`src/rtl/rom_task_fetcher.sv`:
```
// rom_task_fetcher: assembles 26-bit task words from a byte-wide ROM and hands them
// alternately to two core-set ports, holding each word until its port acknowledges.
module rom_task_fetcher #(
    parameter int ADDR_W = 16,
    parameter int WORD_W = 26,
    parameter int CNT_W  = 8
) (
    input  logic              medClk,
    input  logic              rstN,
    input  logic              start,
    input  logic [ADDR_W-1:0] baseAddr,
    input  logic [CNT_W-1:0]  wordCount,
    output logic [ADDR_W-1:0] romAddr,
    input  logic [7:0]        romData,
    output logic [WORD_W-1:0] rData_port_0,
    output logic [WORD_W-1:0] rData_port_1,
    output logic              valid_0,
    output logic              valid_1,
    input  logic              ack_0,
    input  logic              ack_1,
    output logic              busy,
    output logic              done
);
    typedef enum logic [2:0] {IDLE, FETCH, CAPTURE, LOAD, HOLD, DONE} state_t;
    state_t state_q, state_d;
    logic [ADDR_W-1:0] addr_q, addr_d, rom_addr_q, rom_addr_d;
    logic [1:0] idx_q, idx_d, sidx_q, sidx_d;
    logic samp_q, samp_d, ptr_q, ptr_d, vld0_q, vld0_d, vld1_q, vld1_d;
    logic [WORD_W-1:0] word_q, word_d, data0_q, data0_d, data1_q, data1_d;
    logic [CNT_W-1:0] cnt_q, cnt_d;
    logic ack_sel;
    assign ack_sel      = ptr_q ? ack_1 : ack_0;
    assign romAddr      = rom_addr_q;
    assign rData_port_0 = data0_q;
    assign rData_port_1 = data1_q;
    assign valid_0      = vld0_q;
    assign valid_1      = vld1_q;
    assign busy         = state_q != IDLE;
    assign done         = state_q == DONE;
    always_comb begin
        state_d    = state_q;
        addr_d     = addr_q;
        rom_addr_d = rom_addr_q;
        idx_d      = idx_q;
        sidx_d     = sidx_q;
        samp_d     = 1'b0;
        ptr_d      = ptr_q;
        vld0_d     = vld0_q;
        vld1_d     = vld1_q;
        data0_d    = data0_q;
        data1_d    = data1_q;
        cnt_d      = cnt_q;
        // romData answers the address issued on the previous edge
        word_d = !samp_q        ? word_q :
                 sidx_q == 2'd0 ? {romData[1:0], word_q[23:0]} :
                 sidx_q == 2'd1 ? {word_q[25:24], romData, word_q[15:0]} :
                 sidx_q == 2'd2 ? {word_q[25:16], romData, word_q[7:0]} :
                                  {word_q[25:8], romData};
        case (state_q)
            IDLE: if (start) begin
                addr_d  = baseAddr;
                cnt_d   = wordCount;
                ptr_d   = 1'b0;
                idx_d   = 2'd0;
                state_d = wordCount == '0 ? DONE : FETCH;
            end
            FETCH: begin
                rom_addr_d = addr_q;
                addr_d     = addr_q + 1'b1;
                samp_d     = 1'b1;
                sidx_d     = idx_q;
                idx_d      = idx_q + 2'd1;
                state_d    = idx_q == 2'd3 ? CAPTURE : FETCH;
            end
            CAPTURE: state_d = LOAD;
            LOAD: begin
                data0_d = ptr_q ? data0_q : word_q;
                data1_d = ptr_q ? word_q : data1_q;
                vld0_d  = vld0_q | ~ptr_q;
                vld1_d  = vld1_q | ptr_q;
                state_d = HOLD;
            end
            HOLD: if (ack_sel) begin
                vld0_d  = ptr_q ? vld0_q : 1'b0;
                vld1_d  = ptr_q ? 1'b0 : vld1_q;
                ptr_d   = ~ptr_q;
                cnt_d   = cnt_q - 1'b1;
                state_d = cnt_q == CNT_W'(1) ? DONE : FETCH;
            end
            DONE: state_d = IDLE;
            default: state_d = IDLE;
        endcase
    end
    always_ff @(posedge medClk) begin
        if (!rstN) begin
            state_q    <= IDLE;
            addr_q     <= '0;
            rom_addr_q <= '0;
            idx_q      <= '0;
            sidx_q     <= '0;
            samp_q     <= 1'b0;
            ptr_q      <= 1'b0;
            vld0_q     <= 1'b0;
            vld1_q     <= 1'b0;
            word_q     <= '0;
            data0_q    <= '0;
            data1_q    <= '0;
            cnt_q      <= '0;
        end else begin
            state_q    <= state_d;
            addr_q     <= addr_d;
            rom_addr_q <= rom_addr_d;
            idx_q      <= idx_d;
            sidx_q     <= sidx_d;
            samp_q     <= samp_d;
            ptr_q      <= ptr_d;
            vld0_q     <= vld0_d;
            vld1_q     <= vld1_d;
            word_q     <= word_d;
            data0_q    <= data0_d;
            data1_q    <= data1_d;
            cnt_q      <= cnt_d;
        end
    end
endmodule

```
`config.mk`:
```
export PLATFORM = sky130hd
export DESIGN_NAME = rom_task_fetcher
export DESIGN_NICKNAME = d
export VERILOG_FILES = /design/src/rtl/rom_task_fetcher.sv
export SDC_FILE = /design/constraint.sdc
export NUM_CORES = 1
export LEC_CHECK = 0
export CORE_MARGIN = 2
export CORE_UTILIZATION = 55
export CTS_CLUSTER_SIZE = 25
export DETAILED_ROUTE_END_ITERATION = 10
export GPL_TIMING_DRIVEN = 0
export HOLD_SLACK_MARGIN = 0.02
export MAX_ROUTING_LAYER = met4
export PLACE_DENSITY = 0.85
export SLEW_MARGIN = 20
export SYNTH_ARGS = -nofsm -noshare
export SYNTH_HDL_FRONTEND = slang
export SYNTH_SLANG_ARGS = --single-unit
```
`constraint.sdc`:
```
create_clock -name medClk -period 5.2 [get_ports medClk]
set_input_delay 0.78 -clock medClk [delete_from_list [all_inputs] [get_ports medClk]]
set_output_delay 0.78 -clock medClk [all_outputs]
set_load 0.01 [all_outputs]
```
* After elaboration in Yosys (flattened, before gate mapping)
Cells that the tools add are included.
Storage, ports and cells: register bits 129, input bits 37, output and inout bits 72, logic and storage cells 83
Operators by class: add/subtract/negate cells 3, equal/unequal tests 13, mux-type cells 27, bitwise logic cells 6, reductions and logical operators 18
Operators with widths (count):
- 16-bit two-way mux | 2
- 16-bit case mux with 2 select lines | 1
- 26-bit two-way mux | 1
- 24-bit two-way mux | 1
- 16-bit by 1-bit adder with 16-bit output, second input constant | 1
- 8-bit two-way mux | 2
- 8-bit case mux with 2 select lines | 1
- 3-bit case mux with 5 select lines | 1
- 3-bit two-way mux | 4
- 3-bit AND reduction | 4
- 2-bit AND reduction | 5
- 8-bit by 1-bit equality test with 1-bit output, second input constant | 1
- 8-bit logical NOT | 1
- 1-bit two-way mux | 8
- 2-bit inequality test, second input constant | 4
- 4-bit AND reduction | 2
- 8-bit by 1-bit subtractor with 8-bit output, second input constant | 1
- 3-bit by 2-bit equality test with 1-bit output, second input constant | 2
- 3-bit equality test, second input constant | 2
- 1-bit case mux with 2 select lines | 3
- 2-bit nonzero test | 3
- 2-bit equality test, second input constant | 2
- 2-bit two-way mux | 2
- 1-bit inverter | 4
- 8 further kinds | 9

* Longest topological paths before layout
word-level depth 4, gate-level depth with buffers 7, gate-level depth less buffers 6

* Worst setup path before layout
Ideal clock, no wire load.
path type reg-to-output, start point reg state_q[2], end point out done, arrival time 1.235 ns, required time 4.420 ns, path slack 3.185 ns, cell stages (with the launch flop) 5, buffers on the path 3, cells stage by stage dfxtp_1 -> buf_6 -> buf_2 -> clkbuf_1 -> nor3b_1
Between the ends: word-level cells in the longest chain between the ends 1
RTL lines:
- from (decl) | RTL line 25 | state_t state_q, state_d;
- from (signal assigned) | RTL line 110 | state_q <= state_d;
- 3-bit equality test | RTL line 39 | assign done = state_q == DONE;
- to (decl) | RTL line 22 | output logic done
Every way passes these cells.

* Worst setup path after layout
Ends and elaborated chain as after synthesis.

==> impl_metrics.tcl <==
set metrics [dict create \
    grt_pass1_vias 4979 \
    cp-end-kind "output port" \
    pre_cts_slack_ns 2.47 \
    worstSetupPathType "register to output port" \
    ys_types 61 \
    ys.flop_type "dfxtp_1" \
    ant_nets 0 \
    syn_nets 690 \
    rsz0062_at_grt "no" \
    max_freq_mhz 313 \
    htree_levels 4 \
    reg2regPathDepth 5 \
    die-height_um 103 \
    synthTopCellsByCount "nand2_1, dfxtp_1, a21oi_1" \
    start_util_pct 55.8 \
    slew_headroom_pct 45.0 \
    postSynth.asyncResetShare_pct 0 \
    worstSkewPairLatency_ns 0.52 \
    cp_max_fo 10 \
    yosysWarnings 0 \
    grt_max_degree 17 \
    wl_um 15300 \
    cpMaxStageDelayCell "clkdlybuf4s50_1" \
    drv_cap 0 \
    port_buffers 108 \
    cts_tree "yes" \
    area_growth_pct 34.5 \
    required_ns 4.42 \
    r2r-start "addr_q[0]" \
    cts-root-buf "clkbuf_8" \
    hpwl_um 10600 \
    ios 109 \
    placementRows 36 \
    hp-class "register to register" \
    dr_total_vias 5290 \
    globalplace.congestion 0.914 \
    critPathMaxStageDelay_ns 0.57 \
    start_kind "register" \
    netlist.area_leader.share_pct 48.2 \
    vias_per_cell 5.76 \
    ys_seq_area_share_pct 48.2 \
    irDropWorstVdd_mv 0.173 \
    post-synth-top-count-cell "nand2_1" \
    yosys-top-cells-area "dfxtp_1, nand2_1, a21oi_1" \
    finalWorstSetupSlack_ns 2.00 \
    outcome "completed" \
    holdCritStartpoint "rData_port_0[25]" \
    synth_cells 646 \
    first_pass_iters 5 \
    hold_end "rData_port_0[25]" \
    tightestPinTransition_ns 0.823 \
    cts_made_buffers 17 \
    arrival_ns 2.42 \
    dieArea_mm2 0.0105 \
    synth_edf_count 0 \
    reg2reg_setup_slack_ns 3.01 \
    clock-sinks 129 \
    cts-resized-gates 0 \
    die_w_um 103 \
    drv_slew 0 \
    setup_viol 0 \
    nets 817 \
    clkTransAtPathRegs_ns 0.06 \
    first_iter_violations 360 \
    antenna_found_initial 0 \
    crit_chain "buf_6 -> buf_2 -> clkbuf_1 -> nor3b_1 -> clkdlybuf4s50_1" \
    postCtsHoldBufs 0 \
    layout-drive-gt1-share_pct 7.12 \
    yosysTopAreaCell "dfxtp_1" \
    synth_area_mm2 0.00535 \
    fin_crit_sh_pct 61.5 \
    drc 0 \
    min_period_ns 3.20 \
    hold_viol 0 \
    fin_skew_ns 0.00632 \
    grt-ovfl-total 0 \
    leakagePower_uw 0.00252 \
    ys_seq_elements 129 \
    postCtsSetupRepairBufs 0 \
    syn_avg_cell_area_um2 8.29 \
    grt_pass1_wl_um 24200 \
    wl_per_cell_um 16.6 \
    grtUsageTotal_pct 30.7 \
    hold_depth 2 \
    reg2reg_to "addr_q[12]" \
    cts_buffer_depth 2 \
    fin_setup_tns_ns 0 \
    core-area_mm2 0.00959 \
    p_per_area_mw_per_mm2 339 \
    antennaDiodeCount 0 \
]
## stage by stage
| step | utilization, % | area [µm²] | instances | power, µW | hold WS [ns] |
|---|---|---|---|---|---|
| after floorplan | - | 5350 | 646 | 1170 | 0.439 |
| after global placement | 68.8 | 6600 | 887 | 1240 | 0.444 |
| after detailed placement | 68.8 | 6600 | 887 | 1250 | 0.448 |
| after CTS | 75.1 | 7200 | 919 | 2430 | 0.456 |
| after global routing | 75.1 | 7200 | 919 | 2510 | 0.474 |
| final | 75.1 | 7200 | 919 | 2440 | 0.453 |
## critical path: cells and delay by family, from the launching register on
kind / cells / cell delay (ns)
buffers and inverters: 4 / 1.32
flip-flops: 1 / 0.32
AND/OR/NAND/NOR: 1 / 0.24
## state kept, by name (all words and copies together), names as in the netlist, 2 cells and up
name          flops
addr_q           16
cnt_q             8
idx_q             2
rData_port_0     26
rData_port_1     26
romAddr          16
sidx_q            2
state_q           3
word_q           26
## area by class of cell
class                      count  area [µm²]
buffer                        50         218
multi-input combinational    456        2510
clock buffer                  20         445
sequential                   129        2580
timing repair buffer         108        1080
fill                         682        2390
inverter                      11        41.3
tap                          133         166
clock inverter                12         155
## layout by cell type, fill, tap and decap left out, types with 12 or more instances in the layout
cell	count
mux2i_1	25
clkdlybuf4s50_1	108
a21oi_1	90
nand3_1	12
nand2_1	163
nor2_1	45
clkbuf_16	16
buf_2	12
dfxtp_1	129
clkbuf_1	32
## cells by family after synthesis
logic type / synth area share [%]
and+or+nand+nor: 22.9
xor gates and xnor gates: 0.491
DFF: 48.2
buffers and inverters: 4.84
muxes: 5.10
AOI/OAI and AO/OA: 16.8
adders and majority gates: 1.64
## per-layer routing
layer,wire [µm],track usage (%),up-vias
met5,0,-,-
met4,406,13.6,0
met3,1150,6.31,41
met2,7330,49.1,279
met1,6410,37.7,2480
li1,-,-,2490
## worst max path at each step
| stage | startpoint | slack (ns) | endpoint | cells after the start |
|---|---|---|---|---|
| 2_1_floorplan | state_q[2] | 3.18 | done | 4 |
| 3_3_place_gp | start | 2.43 | addr_q[0] | 5 |
| 3_5_place_dp | start | 2.47 | addr_q[3] | 5 |
| 4_1_cts | state_q[2] | 1.99 | done | 5 |
| 5_1_grt | state_q[2] | 1.86 | done | 5 |
| 6_report | state_q[2] | 2.00 | done | 5 |
## power by group
part	switching [µW]	internal, µW	total [µW]
combinational	114	84.0	198
sequential	25.6	1010	1040
clock	447	757	1200
total	587	1860	2440
(Power assumes the default switching activity.)
